==> src/rtl/tlc_car_sensor.sv <==
// Country-road car sensor for the traffic light controller: synchronises and
// debounces the loop detector, queues vehicles and drains them on green.
module tlc_car_sensor #(
    parameter int unsigned DEB_CYCLES   = 4,
    parameter int unsigned SERVE_CYCLES = 3,
    parameter int unsigned CNT_W        = 4,
    parameter logic [1:0]  GREEN        = 2'b10
) (
    input  logic             clk,
    input  logic             clr,
    input  logic             raw_det,
    input  logic [1:0]       ctrd,
    output logic             x,
    output logic [CNT_W-1:0] car_cnt,
    output logic [1:0]       sts,
    output logic             overflow
);

    typedef enum logic [1:0] {
        STS_IDLE    = 2'b00,
        STS_QUEUED  = 2'b01,
        STS_SERVING = 2'b10
    } sts_e;

    localparam int unsigned DEB_W = (DEB_CYCLES > 1) ? $clog2(DEB_CYCLES) : 1;
    localparam int unsigned SRV_W = (SERVE_CYCLES > 1) ? $clog2(SERVE_CYCLES) : 1;

    localparam logic [DEB_W-1:0] DEB_LAST = DEB_W'(DEB_CYCLES - 1);
    localparam logic [SRV_W-1:0] SRV_LAST = SRV_W'(SERVE_CYCLES - 1);
    localparam logic [CNT_W-1:0] CNT_MAX  = {CNT_W{1'b1}};

    logic             s1_q, s2_q;
    logic             det_stable_q, det_stable_d;
    logic             det_prev_q;
    logic             arrival_q, arrival_d;
    logic [DEB_W-1:0] deb_cnt_q, deb_cnt_d;
    logic [SRV_W-1:0] srv_cnt_q, srv_cnt_d;
    logic [CNT_W-1:0] car_cnt_q, car_cnt_d;
    logic             overflow_q, overflow_d;
    logic             serve_en;
    logic             departure;
    sts_e             sts_w;

    // NOTE: every variable gets a default at the top of the block so no
    // path leaves it unassigned, which would otherwise infer a latch.
    always_comb begin
        det_stable_d = det_stable_q;
        deb_cnt_d    = '0;
        if (s2_q != det_stable_q) begin
            if (deb_cnt_q == DEB_LAST) begin
                det_stable_d = s2_q;
            end else begin
                deb_cnt_d = deb_cnt_q + DEB_W'(1);
            end
        end
    end

    // An arrival is the registered rising edge of the debounced level; falls are ignored.
    assign arrival_d = det_stable_q & ~det_prev_q;

    assign serve_en  = (ctrd == GREEN) && (car_cnt_q != '0);
    assign departure = serve_en && (srv_cnt_q == SRV_LAST);

    always_comb begin
        srv_cnt_d = '0;
        if (serve_en && !departure) begin
            srv_cnt_d = srv_cnt_q + SRV_W'(1);
        end
    end

    always_comb begin
        car_cnt_d  = car_cnt_q;
        overflow_d = overflow_q;
        case ({arrival_q, departure})
            2'b10: begin
                if (car_cnt_q == CNT_MAX) begin
                    overflow_d = 1'b1;
                end else begin
                    car_cnt_d = car_cnt_q + CNT_W'(1);
                end
            end
            2'b01:   car_cnt_d = car_cnt_q - CNT_W'(1);
            default: car_cnt_d = car_cnt_q;
        endcase
    end

    // NOTE: state registers use non-blocking assignments so every flop
    // samples its inputs from before the edge, independent of statement order.
    always_ff @(posedge clk or negedge clr) begin
        if (!clr) begin
            s1_q         <= 1'b0;
            s2_q         <= 1'b0;
            det_stable_q <= 1'b0;
            det_prev_q   <= 1'b0;
            arrival_q    <= 1'b0;
            deb_cnt_q    <= '0;
            srv_cnt_q    <= '0;
            car_cnt_q    <= '0;
            overflow_q   <= 1'b0;
        end else begin
            s1_q         <= raw_det;
            s2_q         <= s1_q;
            det_stable_q <= det_stable_d;
            det_prev_q   <= det_stable_q;
            arrival_q    <= arrival_d;
            deb_cnt_q    <= deb_cnt_d;
            srv_cnt_q    <= srv_cnt_d;
            car_cnt_q    <= car_cnt_d;
            overflow_q   <= overflow_d;
        end
    end

    always_comb begin
        sts_w = STS_QUEUED;
        if (car_cnt_q == '0) begin
            sts_w = STS_IDLE;
        end else if (ctrd == GREEN) begin
            sts_w = STS_SERVING;
        end
    end

    assign x        = (car_cnt_q != '0);
    assign car_cnt  = car_cnt_q;
    assign sts      = sts_w;
    assign overflow = overflow_q;

endmodule
==> config.mk <==
export PLATFORM = sky130hd
export DESIGN_NAME = tlc_car_sensor
export DESIGN_NICKNAME = d
export VERILOG_FILES = /design/src/rtl/tlc_car_sensor.sv
export SDC_FILE = /design/constraint.sdc
export NUM_CORES = 1
export LEC_CHECK = 0
export CORE_MARGIN = 5
export CORE_UTILIZATION = 50
export CTS_BUF_LIST = sky130_fd_sc_hd__clkbuf_8
export DETAILED_ROUTE_END_ITERATION = 8
export PLACE_DENSITY = 0.85
export SLEW_MARGIN = 5
export SYNTH_ARGS = -nofsm -noshare
export SYNTH_HDL_FRONTEND = slang
export SYNTH_SLANG_ARGS = --single-unit
==> constraint.sdc <==
create_clock -name clk -period 2.7 [get_ports clk]
set_clock_uncertainty 0.1 [all_clocks]
set_input_delay 0.54 -clock clk [delete_from_list [all_inputs] [get_ports clk]]
set_output_delay 0.54 -clock clk [all_outputs]
set_load 0.03 [all_outputs]
Word-level counts from Yosys, hierarchy flattened. Index checks and enable logic that the tools add are counted.

Bits of input ports: 5. Output and inout port bits: 8. Flip-flop bits (word level): 14.

Eq/ne operators: 8. Bitwise logic cells: 2. $add $sub $neg: 4. Multiplexer cells: 7. Reduce and logical (&&, ||, !) cells: 10.

Operators by type and width (number): 2-bit 2-to-1 mux (5); 2-bit == test, second input constant (4); 4-bit case mux with 2 select lines (1); 2-bit AND reduction (3); 2-bit by 1-bit adder with 2-bit output, second input constant (2); 4-bit by 1-bit adder with 4-bit output, second input constant (1); 4-bit == test, second input constant (1); 4-bit zero test (1); 4-bit 2-to-1 mux (1); 4-bit nonzero test (1); 4-bit by 1-bit subtractor with 4-bit output, second input constant (1); 1-bit logical AND (3); 2-bit by 1-bit == test with 1-bit output, second input constant (1); 2-bit != test, second input constant (1); 2-bit nonzero test (1); 1-bit AND (1); 1-bit zero test (1); 1-bit != test (1); 1-bit NOT (1).

Logic depth before layout (Yosys ltp). Gate-level depths: netlist of the first run.

Depth after elaboration: 6. Mapped depth: 9. Gate-level depth less buffers: 8.

Least setup slack after synthesis of the first run. Ideal clock, no wire load.

Path kind: register -> register. Start: reg car_cnt_q[1], in the netlist car_cnt[1]. End: reg car_cnt_q[2], in the netlist car_cnt[2]. Arrival time: 2.157 ns. Data required time: 2.464 ns. Path buffers: 2. Cell stages (with the launch flop): 10. Setup slack: 0.307 ns. Cells stage by stage: dfrtp_1 buf_6 or4_4 buf_6 and4_4 xor2_1 ha_1 nor3_1 a32oi_1 xnor2_1.

Longest elaborated chain between the ends: 6. Elaborated cells between the ends (all ways): 13. Classes of those cells: add/sub (2); eq/ne (4); mux (2); reduce/logical (5).

RTL lines: start, declared (line 38) `logic [CNT_W-1:0] car_cnt_q, car_cnt_d;`; start signal, assigned (line 108) `car_cnt_q <= car_cnt_d;`; 4-bit nonzero test *; named net x (line 13) `output logic x,`; 1-bit logical AND * (line 61) `assign serve_en = (ctrd == GREEN) && (car_cnt_q != '0);`; 1-bit logical AND * (line 62) `assign departure = serve_en && (srv_cnt_q == SRV_LAST);`; 2-bit == test / 2-bit by 1-bit == test with 1-bit output (equally long branches) (line 74) `case ({arrival_q, departure})`; 2-bit != test (no source line) / 2-bit nonzero test (equally long branches); 2-bit AND reduction (no source line).

The timed path passes the listed nets; every way through them passes the cells marked *. The select of a mux whose other input is x is not followed. A chain may end at the register's enable or synchronous reset.

Final worst setup path of the first run.
Start: reg car_cnt_q[0], in the netlist car_cnt[0]. End: out x.

Longest elaborated chain between the ends: 1.

RTL lines: 4-bit nonzero test (line 122) `assign x = (car_cnt_q != '0);`; end, declared (line 13).

Every way passes these cells.

==> results.py, run 1 <==
metrics = {
    "sta": {
        "setup_tns_ns": 0,
        "max_freq_mhz": 390,
        "final.period_utilization_pct": 95.1,
        "fin_ws_ns": 0.133,
        "setup_viol": 0,
        "min_period_ns": 2.57,
        "rsz0062_at_grt": "false",
        "hold_viol_final": 0,
        "slew_headroom_pct": 59.7,
        "worst_pin_slew_ns": 0.603,
        "drv_slew": 0,
    },
    "synthesis": {
        "syn_area_um2": 649,
        "ys_ff_latch": 14,
        "synth_area_per_cell_um2": 12.3,
        "netlist_top_cells_count": "14 x dfrtp_1, 4 x nor3_1",
        "synth_edf_count": 0,
        "synth.distinct_cells": 24,
        "yosysTopAreaCell": "dfrtp_1",
        "synthTopCellsByArea": "dfrtp_1 54%, ha_1 5.8%, buf_6 3.5%",
        "synth_ff_type": "dfrtp_1",
        "synth_nets": 61,
        "synthCells": 53,
        "netlist.area_leader.share_pct": 53.9,
        "yosysMostFrequentCell": "dfrtp_1",
        "yosysSeqAreaShare_pct": 53.9,
        "async_reset_ff_share_pct": 100,
        "ys_warn_count": 0,
    },
    "global_route": {
        "track_usage_pct": 12.8,
        "grt_overflow_total": 0,
        "grt_max_degree": 15,
        "grt_pass1_vias": 466,
        "grt_pass1_wl_um": 1960,
        "antenna_found_initial": 0,
    },
    "placed_design": {
        "dpl-instance-area_um2": 778,
        "place.detailed.hpwl_um": 858,
        "portBuffers": 12,
        "place.gp.congestion": 0.788,
        "dp_slack_ns": 0.208,
        "placed_cells": 80,
    },
    "drt": {
        "via_per_inst": 5.43,
        "drtPass1Iterations": 4,
        "drtIter0Drc": 7,
        "ant_nets": 0,
        "drcViolationCount": 0,
        "drt_wl_total_um": 1080,
        "vias": 456,
        "avgRoutedWirePerCell_um": 12.9,
    },
    "worst_setup_path": {
        "cpPeakStageDelay_ns": 0.62,
        "end_kind": "output pin",
        "arrival_ns": 1.93,
        "cp.buffers_inverters": 1,
        "path_delay_family": "simple AND/OR/NAND/NOR gates",
        "path_class": "register to output pin",
        "start_kind": "register",
        "path_cells": "or4_4, clkdlybuf4s50_1",
        "cp_max_fo": 8,
        "worst_path_max_delay_cell": "or4_4",
        "critPathRequiredTime_ns": 2.06,
    },
    "outcome": {
        "outcome": "finished, final reports clean",
    },
    "run": {
        "cap_violations": 0,
    },
    "floorplanning": {
        "core_area_um2": 1270,
        "die-area_um2": 2120,
        "die_w_um": 46.0,
        "rows": 13,
        "io_pins": 13,
        "start_util_pct": 51.2,
        "die_y_um": 46.0,
    },
    "clocking": {
        "cts_resized": 0,
        "cts-root-buf": "clkbuf_8",
        "htreeDepth": 1,
        "clk_pin_slew_ns": 0.05,
        "cts_made_buffers": 3,
        "cts_tree": "yes",
        "clk_latency_ns": 0.23,
        "postCtsSetupRepairBufs": 0,
        "clkSinkCount": 14,
        "hold_buffers": 0,
        "clockBufferDepth": 2,
    },
    "final_layout": {
        "final_area_um2": 833,
        "layout.cells.non_filler": 84,
        "num-nets-final": 78,
        "area_delta_synth_final_pct": 28.3,
        "drive_gt1_share_pct": 15.9,
        "diodes": 0,
        "nFillCells": 108,
    },
    "pwr": {
        "max-vdd-ir-drop_v": 0.000498,
        "p_total_uw": 954,
        "powerDensity_nw_per_um2": 1150,
        "power_leakage_uw": 0.000370,
    },
    "min_path": {
        "hold_path_class": "register to register",
    },
}
## through the flow
step	util, %	hold slack [ns]
after floorplan	-	0.144
after global placement	61.3	0.234
after detailed placement	61.3	0.239
after CTS	65.7	0.255
after global routing	65.7	0.264
final	65.7	0.252
## where the power goes
part | internal [µW] | leakage [µW] | total, µW | switching [µW]
sequential | 286 | 0.000171 | 356 | 69.2
combinational | 193 | 0.000170 | 406 | 213
clock | 129 | 0.0000288 | 193 | 64.0
total | 608 | 0.000370 | 954 | 346
## layout make-up
type / instances / area (µm²) / area share (%)
Sequential cell: 14 / 350 / 42.0
Multi-Input combinational cell: 34 / 265 / 31.8
Timing Repair Buffer: 14 / 133 / 15.9
Inverter: 3 / 11.3 / 1.35
Tap cell: 15 / 18.8 / 2.25
Clock buffer: 4 / 55.1 / 6.61
## worst paths after layout
| kind | from | end | slack, ns | cells after the start |
|---|---|---|---|---|
| min in group asynchronous | clr | overflow | 0.59 | 1 |
| worst min-delay path | s1_q | s2_q | 0.25 | 0 |
| max in group asynchronous | clr | car_cnt[3] | 1.52 | 1 |
| worst min register to register | s1_q | s2_q | 0.25 | 0 |
| worst max register to register | car_cnt[0] | car_cnt[2] | 0.47 | 7 |
| worst max-delay path | car_cnt[0] | x | 0.13 | 2 |
## kinds of logic (layout without fill, tap and decap cells)
| family | count (synthesis) | in the layout | share of synthesized area, % |
|---|---|---|---|
| adders and majority gates | 3 | 3 | 5.78 |
| DFF | 14 | 14 | 54.0 |
| muxes | 1 | 1 | 1.73 |
| AOI/OAI and AO/OA | 9 | 9 | 12.9 |
| and+or+nand+nor | 18 | 18 | 16.4 |
| buffers and inverters | 5 | 21 | 5.20 |
| xor gates and xnor gates | 3 | 3 | 4.05 |
## cells in the final DEF (no fill, tap or decap), types with 2 or more instances in the layout
cell type        Yosys  final
nand4_1              2      2
nor3_1               4      4
inv_1                3      3
clkdlybuf4s50_1      0     11
dfrtp_1             14     14
xnor2_1              2      2
buf_4                0      3
a21oi_1              2      2
o21bai_1             2      2
nor2b_1              3      3
ha_1                 3      3
clkbuf_8             0      4
nor2_1               3      3
## state kept, by name, indices dropped and copies added, names as in the netlist
signal and flops:
overflow 1, det_prev_q 1, car_cnt 4, srv_cnt_q 2
s1_q 1, arrival_q 1, deb_cnt_q 2, s2_q 1
det_stable_q 1
## layer usage
layer | wire length (µm) | global-route usage [%]
met1 | 457 | 16.6
met2 | 534 | 20.9
met3 | 86 | 2.37
met4 | 4 | 5.11
met5 | 0 | 0
(Power assumes the default switching activity.)
==> run 2: changes to the inputs <==
--- a/config.mk
+++ b/config.mk
@@ -9,7 +9,8 @@
 export CORE_UTILIZATION = 50
 export CTS_BUF_LIST = sky130_fd_sc_hd__clkbuf_8
 export DETAILED_ROUTE_END_ITERATION = 8
-export PLACE_DENSITY = 0.85
+export GPL_TIMING_DRIVEN = 0
+export PLACE_DENSITY = 0.84
 export SLEW_MARGIN = 5
 export SYNTH_ARGS = -nofsm -noshare
 export SYNTH_HDL_FRONTEND = slang
==> run 2 against run 1 <==
Against the previous run:
- die area did not move
- utilization down 0.20 points
- setup slack worse by 0.057 ns
- power shrank 2.3%
- first-iteration DRC count increased by 71%
- combinational power grew 3%
- fmax fell by 2.2%
- critical path depth rose by 2
- register-to-register slack worse by 0.10 ns
- flip-flop and latch count is the same
- sequential power is essentially flat
- critical path type unchanged
==> results.py, run 2 (synthesis gave the netlist of run 1 again) <==
metrics = {
    "outcome": {
        "outcome": "finished, final reports clean",
    },
    "drt": {
        "vias": 456,
        "via_per_inst": 5.49,
        "drcViolationCount": 0,
        "drt_wl_total_um": 1030,
        "met2_length_um": 476,
        "drtPass1Iterations": 4,
        "drtIter0Drc": 12,
        "ant_nets": 0,
        "avgRoutedWirePerCell_um": 12.4,
        "routedLengthMet1_um": 459,
        "dr_wl_met3_um": 86,
        "highest_layer": "met4",
    },
    "placed_design": {
        "place.gp.congestion": 0.827,
        "dp_slack_ns": -0.271,
        "portBuffers": 12,
        "place.detailed.hpwl_um": 839,
    },
    "clocking": {
        "clk_pin_slew_ns": 0.05,
        "clkSinkCount": 14,
        "cts_resized": 2,
        "clk_latency_ns": 0.23,
        "htreeDepth": 1,
        "cts_tree": "yes",
        "cts_made_buffers": 3,
        "cts-root-buf": "clkbuf_8",
        "clockBufferDepth": 2,
        "postCtsSetupRepairBufs": 0,
        "hold_buffers": 0,
    },
    "worst_setup_path": {
        "worst_path_max_delay_cell": "clkdlybuf4s50_1",
        "critPathRequiredTime_ns": 2.06,
        "path_class": "register to output pin",
        "end_kind": "output pin",
        "r2r_start": "car_cnt[1]",
        "path_common_cell": "buf_6",
        "cp_max_fo": 8,
        "arrival_ns": 1.98,
        "crit_start": "car_cnt[1]",
        "start_kind": "register",
        "cpPeakStageDelay_ns": 0.58,
        "path_cells": "buf_6, or4_4, buf_6, clkdlybuf4s50_1",
    },
    "sta": {
        "hold_viol_final": 0,
        "min_period_ns": 2.62,
        "fin_ws_ns": 0.0759,
        "slew_headroom_pct": 61.8,
        "final.period_utilization_pct": 97.2,
        "worst_pin_slew_ns": 0.572,
        "drv_slew": 0,
        "setup_viol": 0,
        "rsz0062_at_grt": "false",
        "max_freq_mhz": 381,
        "hold_ws_ns": 0.253,
    },
    "final_layout": {
        "layout_commonest_cell": "dfrtp_1",
        "nFillCells": 115,
        "final_cell_mix": "14 x dfrtp_1, 11 x clkdlybuf4s50_1, 4 x nor3_1",
        "num-nets-final": 78,
        "multi_input_area_um2": 268,
        "area_delta_synth_final_pct": 27.9,
        "diodes": 0,
        "largest_reg_flops": 4,
        "register_area_um2": 350,
        "drive_gt1_share_pct": 14.7,
    },
    "global_route": {
        "antenna_found_initial": 0,
        "track_usage_pct": 11.9,
        "grt_pass1_wl_um": 1800,
        "grt_pass1_vias": 447,
        "grt_max_degree": 15,
        "grt_overflow_total": 0,
    },
    "floorplanning": {
        "core_area_um2": 1270,
        "io_pins": 13,
        "start_util_pct": 51.2,
        "die_y_um": 46.0,
        "die-area_um2": 2120,
        "rows": 13,
        "die_w_um": 46.0,
    },
    "pwr": {
        "intPower_uw": 586,
        "max-vdd-ir-drop_v": 0.000518,
        "switching_share_pct": 37.2,
        "powerDensity_nw_per_um2": 1120,
        "p_switching_uw": 347,
        "p_comb_share_pct": 44.9,
        "power_leakage_uw": 0.000368,
        "seqPwrFrac_pct": 38.1,
        "pwr-share-clk_pct": 17.0,
    },
    "min_path": {
        "min-delay-start": "s1_q",
        "hold_path_class": "register to register",
    },
    "run": {
        "cap_violations": 0,
    },
}
[run 2: cell types whose count changed in the layout (fill, tap and decap cells not counted)]
cell           delta
clkbuf_8          -1
nor2b_1           -1
dlygate4sd2_1     +1
buf_4             -3
nor2b_2           +1
buf_6             +2
[run 2: worst paths after layout]
| kind | slack [ns] | end | depth (start not counted) |
|---|---|---|---|
| setup / recovery | 0.08 | x | 4 |
| setup reg to reg | 0.37 | car_cnt[2] | 9 |
| hold reg to reg | 0.25 | s2_q | 0 |
| min in group asynchronous | 0.58 | det_prev_q | 1 |
| max in group asynchronous | 1.55 | car_cnt[0] | 1 |
| hold / removal | 0.25 | s2_q | 0 |
[run 2: layout make-up]
type | instances | share of cell area, %
sequential | 14 | 42.2
tap | 15 | 2.26
timing repair buffer | 12 | 14.3
inverter | 3 | 1.36
multi-input combinational | 34 | 32.2
clock buffer | 3 | 4.97
buffer | 2 | 2.71
[run 2: worst max-delay path, delay by kind of cell, from the launching register on]
| kind | cells | cell delay, ns |
|---|---|---|
| simple gates | 1 | 0.50 |
| flops | 1 | 0.38 |
| buf+inv | 3 | 0.87 |
[run 2: per-layer routing]
metal  vias up  GRT usage (%)
li1        219              -
met1       216           15.0
met2        17           18.1
met3         4           1.58
met4         0           9.09
met5         -              0
[run 2: power groups by stage]
stage	clock [µW]	sequential, µW	combinational, µW
finish	158	356	419
global route	172	369	452
CTS	164	356	424
detailed placement	0	359	423
global placement	0	354	412
floorplan	0	419	217
[run 2: stage by stage]
step                cell area [µm²]  cells  setup TNS, ns  total power (µW)  utilization, %
floorplan                       649     53              0               636               -
global placement                788     80         -0.242               765            62.1
detailed placement              788     80         -0.323               783            62.1
CTS                             831     83              0               943            65.5
global route                    831     83              0               993            65.5
finish                          831     83              0               933            65.5
